--- src/rtl/mld_pkg.sv ---
// -----------------------------------------------------------------------------
// mld_pkg
// Shared constants and types for the (7,3) cyclic-code majority-logic decoder
// with generator g(x) = 1 + x^2 + x^3 + x^4.
// Contents: code geometry (N, K), number of orthogonal check sums (J),
// default flip threshold, FSM state enum, and check-sum index table.
// -----------------------------------------------------------------------------
package mld_pkg;

  localparam int N          = 7;
  localparam int K          = 3;
  localparam int J          = 3;
  localparam int THRESH_DEF = 2;
  localparam int CNT_W      = 3;
  localparam int ERR_W      = 3;

  typedef enum logic [1:0] {
    COLLECT = 2'd0,
    DECODE  = 2'd1,
    HOLD    = 2'd2
  } state_e;

  typedef logic [2:0] idx_t;

  // Every check sum contains b6 (the bit under test) plus the two bits below.
  // The pairs are disjoint, so the three sums are orthogonal on b6.
  localparam idx_t CHK_IDX [J][2] = '{
    '{3'd3, 3'd4},
    '{3'd1, 3'd5},
    '{3'd0, 3'd2}
  };

endpackage

--- src/rtl/mld_majority_3.sv ---
// -----------------------------------------------------------------------------
// mld_majority_3
// Combinational one-step majority gate: forms the three orthogonal check sums
// on the top bit of the word and asserts flip when at least THRESH of them fail.
// Ports:
//   word  in   N  current contents of the decode rotator, word[N-1] under test
//   flip  out  1  invert word[N-1] as it re-enters the rotator
// -----------------------------------------------------------------------------
module mld_majority_3
  import mld_pkg::*;
#(
  parameter int THRESH = THRESH_DEF
) (
  input  logic [N-1:0] word,
  output logic         flip
);

  logic [J-1:0] chk;
  logic [1:0]   fail_sum;

  always_comb begin
    chk = '0;
    for (int j = 0; j < J; j++) begin
      chk[j] = word[N-1] ^ word[CHK_IDX[j][0]] ^ word[CHK_IDX[j][1]];
    end
    fail_sum = 2'(chk[0]) + 2'(chk[1]) + 2'(chk[2]);
    flip     = (int'(fail_sum) >= THRESH);
  end

endmodule

--- src/rtl/mld_7_3_decoder.sv ---
// -----------------------------------------------------------------------------
// mld_7_3_decoder
// Serial one-step majority-logic decoder for the (7,3) cyclic code,
// g(x) = 1 + x^2 + x^3 + x^4. Receives v6 first down to v0, then rotates the
// word seven times through the majority gate, correcting any single error.
// Ports:
//   clk           in   1  rising-edge clock
//   reset         in   1  asynchronous active-low reset
//   in_valid      in   1  in_bit valid this cycle
//   in_bit        in   1  received code bit
//   in_ready      out  1  decoder accepts a bit (COLLECT only)
//   out_valid     out  1  decoded word available
//   out_ready     in   1  consumer takes the word
//   out_data      out  3  corrected v[6:4]
//   out_codeword  out  7  corrected v[6:0]
//   out_err_cnt   out  3  number of bits flipped
//
// state   | meaning
// COLLECT | shift in received bits, seven accepted bits complete a word
// DECODE  | seven rotate-and-correct cycles, input stalled
// HOLD    | load output registers, then wait for out_ready
// -----------------------------------------------------------------------------
module mld_7_3_decoder
  import mld_pkg::*;
#(
  parameter int THRESH = THRESH_DEF
) (
  input  logic         clk,
  input  logic         reset,
  input  logic         in_valid,
  input  logic         in_bit,
  output logic         in_ready,
  output logic         out_valid,
  input  logic         out_ready,
  output logic [K-1:0] out_data,
  output logic [N-1:0] out_codeword,
  output logic [ERR_W-1:0] out_err_cnt
);

  localparam logic [CNT_W-1:0] CNT_LAST = CNT_W'(N - 1);

  state_e             state_q, state_d;
  logic [N-1:0]       shreg_q, shreg_d;
  logic [CNT_W-1:0]   cnt_q, cnt_d;
  logic [ERR_W-1:0]   err_cnt_q, err_cnt_d;
  logic               in_ready_q, in_ready_d;
  logic               out_valid_q, out_valid_d;
  logic [K-1:0]       out_data_q, out_data_d;
  logic [N-1:0]       out_codeword_q, out_codeword_d;
  logic [ERR_W-1:0]   out_err_cnt_q, out_err_cnt_d;
  logic               flip;

  mld_majority_3 #(
    .THRESH (THRESH)
  ) u_majority (
    .word (shreg_q),
    .flip (flip)
  );

  always_comb begin
    state_d        = state_q;
    shreg_d        = shreg_q;
    cnt_d          = cnt_q;
    err_cnt_d      = err_cnt_q;
    out_valid_d    = out_valid_q;
    out_data_d     = out_data_q;
    out_codeword_d = out_codeword_q;
    out_err_cnt_d  = out_err_cnt_q;

    case (state_q)
      COLLECT: begin
        if (in_valid && in_ready_q) begin
          shreg_d = {shreg_q[N-2:0], in_bit};
          if (cnt_q == CNT_LAST) begin
            cnt_d     = '0;
            err_cnt_d = '0;
            state_d   = DECODE;
          end else begin
            cnt_d = cnt_q + 1'b1;
          end
        end
      end
      DECODE: begin
        // Rotating left brings each bit to the top once; after seven
        // rotations the word is back in its received alignment.
        shreg_d   = {shreg_q[N-2:0], shreg_q[N-1] ^ flip};
        err_cnt_d = err_cnt_q + ERR_W'(flip);
        if (cnt_q == CNT_LAST) begin
          cnt_d   = '0;
          state_d = HOLD;
        end else begin
          cnt_d = cnt_q + 1'b1;
        end
      end
      HOLD: begin
        // First HOLD cycle captures the result; afterwards wait for the
        // handshake. Output registers are left untouched on exit.
        if (!out_valid_q) begin
          out_valid_d    = 1'b1;
          out_codeword_d = shreg_q;
          out_data_d     = shreg_q[N-1:N-K];
          out_err_cnt_d  = err_cnt_q;
        end else if (out_ready) begin
          out_valid_d = 1'b0;
          state_d     = COLLECT;
        end
      end
      default: begin
        state_d = COLLECT;
        cnt_d   = '0;
      end
    endcase

    in_ready_d = (state_d == COLLECT);
  end

  always_ff @(posedge clk or negedge reset) begin
    if (!reset) begin
      state_q        <= COLLECT;
      shreg_q        <= '0;
      cnt_q          <= '0;
      err_cnt_q      <= '0;
      in_ready_q     <= 1'b1;
      out_valid_q    <= 1'b0;
      out_data_q     <= '0;
      out_codeword_q <= '0;
      out_err_cnt_q  <= '0;
    end else begin
      state_q        <= state_d;
      shreg_q        <= shreg_d;
      cnt_q          <= cnt_d;
      err_cnt_q      <= err_cnt_d;
      in_ready_q     <= in_ready_d;
      out_valid_q    <= out_valid_d;
      out_data_q     <= out_data_d;
      out_codeword_q <= out_codeword_d;
      out_err_cnt_q  <= out_err_cnt_d;
    end
  end

  assign in_ready     = in_ready_q;
  assign out_valid    = out_valid_q;
  assign out_data     = out_data_q;
  assign out_codeword = out_codeword_q;
  assign out_err_cnt  = out_err_cnt_q;

endmodule
--- config.mk ---
export PLATFORM = sky130hd
export DESIGN_NAME = mld_7_3_decoder
export DESIGN_NICKNAME = d
export VERILOG_FILES = /design/src/rtl/mld_pkg.sv /design/src/rtl/mld_majority_3.sv /design/src/rtl/mld_7_3_decoder.sv
export SDC_FILE = /design/constraint.sdc
export NUM_CORES = 1
export LEC_CHECK = 0
export CAP_MARGIN = 10
export CORE_MARGIN = 2
export CORE_UTILIZATION = 40
export CTS_CLUSTER_DIAMETER = 200
export DETAILED_ROUTE_END_ITERATION = 8
export PLACE_DENSITY = 0.61
export SKIP_CTS_REPAIR_TIMING = 1
export SLEW_MARGIN = 30
export SYNTH_ARGS = -nofsm -noshare
export SYNTH_HDL_FRONTEND = slang
export SYNTH_SLANG_ARGS = --single-unit
--- constraint.sdc ---
create_clock -name clk -period 2.6 [get_ports clk]
set_clock_uncertainty 0.15 [all_clocks]
set_input_delay 0.26 -clock clk [delete_from_list [all_inputs] [get_ports clk]]
set_output_delay 0.26 -clock clk [all_outputs]
set_load 0.005 [all_outputs]
==> flow_metrics.py <==
metrics = {
    "run_status": {
        "status": "completed",
    },
    "synth": {
        "syn_avg_cell_area_um2": 12.6,
        "synthTopCellsByArea": "dfrtp_1, mux2_2, xnor2_1",
        "yosysSeqAreaShare": 0.522,
        "ys_warn_count": 0,
        "syn_area_um2": 1300,
        "synth.distinct_cells": 32,
        "syn_nets": 111,
        "synth_largest_area_cell": "dfrtp_1",
        "ys_ff_latch": 27,
        "yosysTopAreaCellShare": 0.501,
        "syn-instance-count": 103,
    },
    "floorplan": {
        "die-area_um2": 3720,
        "num_rows": 20,
        "coreArea_um2": 3080,
        "die-height_um": 61.0,
        "io_pins": 20,
        "initial_core_util": 0.422,
        "chipWidth_um": 61.0,
    },
    "timing": {
        "fin_hold_ws_ps": 153,
        "timing.slew.headroom": 0.719,
        "max_freq_ghz": 0.459,
        "timing.setup.tns_ps": 0,
        "hold_viol_final": 0,
        "rsz0062_at_grt": "no",
        "post-route-period-util": 0.837,
        "fin_crit_ps": 2180,
        "slew_viol_final": 0,
        "setup_viol": 0,
        "worstMarginPinSlew_ps": 421,
    },
    "critical_path": {
        "r2r_setup_slack_ps": 420,
        "required_ps": 2660,
        "timing.rr.end": "err_cnt_q[2]$_DFFE_PN0P_",
        "crit_path_start": "shreg_q[6]$_DFFE_PN0P_",
        "rr_worst_depth": 10,
        "crit_arrival_ps": 2240,
        "path_class": "register to register",
        "setup.worst_path.end": "err_cnt_q[2]$_DFFE_PN0P_",
        "cp_max_fo": 7,
        "start_kind": "register",
        "critical_path.reg2reg.startpoint": "shreg_q[6]$_DFFE_PN0P_",
        "end_kind": "register",
    },
    "final_layout": {
        "drive_gt1_frac": 0.240,
        "design_area_um2": 1530,
        "finalNetCount": 130,
        "area_delta_synth_final_pct": 17.9,
        "utilization": 0.497,
        "antenna-diode-count": 0,
    },
    "power": {
        "ir_drop_v": 0.000582,
        "p_leak_nw": 0.658,
        "power_density_nw_per_um2": 1310,
        "p_total_mw": 2.00,
    },
    "place": {
        "gp_congestion": 0.761,
        "port_buffers": 19,
        "hpwl_um": 1520,
        "placed_area_um2": 1500,
    },
    "grt": {
        "overflow": 0,
        "grtUsageTotal": 0.134,
        "grt_max_degree": 28,
        "grt_pass1_wl_um": 3660,
        "grt_pass1_vias": 810,
        "antenna_found_initial": 0,
    },
    "detailed_routing": {
        "wl_um": 2120,
        "drtIter0Drc": 13,
        "routedWlPerCell_um": 12.9,
        "firstDrtPassIters": 3,
        "drc_errors": 0,
        "viasPerCell": 4.94,
        "ant_nets": 0,
        "vias": 815,
    },
    "cts": {
        "clock_latency_ps": 310,
        "clk_transition_reported_paths_ps": 130,
        "cts_sinks": 27,
        "cts_buffers": 3,
        "htreeDepth": 1,
        "cts_max_path_buffers": 2,
        "cts_tree": "built",
        "root_buffer": "clkbuf_4",
    },
    "run": {
        "drv_cap": 0,
    },
    "hold_path": {
        "hold_class": "input pin to asynchronous set/reset pin",
    },
}
-- cell usage after synthesis (all sizes together) --
library cell	count
mux2i	1
nor3b	1
nand3b	1
mux2	16
a22o	5
nor2b	2
o21bai	1
xnor2	6
buf	6
inv	2
nor4	1
a211oi	1
nand2b	1
ha	3
a21o	1
nand2	7
nor3	2
nor2	7
o21ai	7
a31oi	1
a21oi	3
dfstp	1
or2b	1
dfrtp	26
-- cells in the final DEF, fill, tap and decap left out, types with 2 or more instances in the layout --
master	n
o21ai_0	6
ha_1	3
mux2_2	16
a21oi_1	2
xnor2_1	6
inv_1	2
nand2_1	7
clkdlybuf4s50_1	19
nor2_1	4
clkbuf_4	3
nor3_1	2
dfrtp_1	26
a22o_1	5
-- how the worst min path moves through the flow --
stage | from | end | depth (start not counted) | slack, ps
finish | reset | out_err_cnt[2]$_DFFE_PN0P_ | 2 | 150
floorplan | reset | cnt_q[0]$_DFFE_PN0P_ | 0 | -190
global route | reset | out_valid$_DFFE_PN0N_ | 2 | 170
detailed placement | out_codeword[2]$_DFFE_PN0P_ | out_codeword[2]$_DFFE_PN0P_ | 1 | 350
CTS | reset | out_err_cnt[2]$_DFFE_PN0P_ | 2 | 140
global placement | out_err_cnt[2]$_DFFE_PN0P_ | out_err_cnt[2]$_DFFE_PN0P_ | 1 | 340
-- sequential cells by signal (all words and copies together), names as in the netlist --
register / count
out_codeword: 4
out_data: 3
in_ready: 1
shreg_q: 7
out_err_cnt: 3
err_cnt_q: 3
out_valid: 1
cnt_q: 3
state_q: 2
-- cell type report --
type / instances / area [um2]
inverter: 2 / 7.51
sequential: 27 / 677
timing repair buffer: 20 / 198
clock buffer: 4 / 26.3
tap: 44 / 55.1
multi-input combinational: 68 / 567
fill: 284 / 1550
-- per-layer routing --
metal,up-vias,track usage,share of wire
li1,395,-,-
met1,405,0.179,0.47
met2,13,0.220,0.48
met3,2,0.0213,0.036
met4,0,0.0466,0.0066
met5,-,0,0
-- where the power goes --
group | total (mW) | leakage [nW] | internal, mW | switching [mW]
registers | 0.813 | 0.338 | 0.609 | 0.204
clock network | 0.172 | 0.0150 | 0.0598 | 0.112
logic | 1.02 | 0.305 | 0.614 | 0.404
total | 2.00 | 0.658 | 1.28 | 0.721
-- stage by stage --
stage	cells	setup WS [ps]
6_report	165	424
5_1_grt	165	284
4_1_cts	165	398
3_5_place_dp	161	425
3_3_place_gp	161	532
2_1_floorplan	103	543
-- critical path: stages (launching register included) --
cell and delay (ps):
dfrtp_1 490, xnor2_1 220, xnor2_1 150, ha_1 280
nand2_1 70, nand2_1 50, ha_1 170, ha_1 190
nand2_1 60, mux2i_1 60, a22o_1 170
-- kinds of logic after synthesis --
group	Yosys count	synth area share
simple gates	23	0.121
buf+inv	8	0.0415
mux	17	0.147
compound gates	19	0.100
xor+xnor	6	0.0405
fa+ha+maj	3	0.0289
flops	27	0.522
Power figures use the tool's default switching activity.
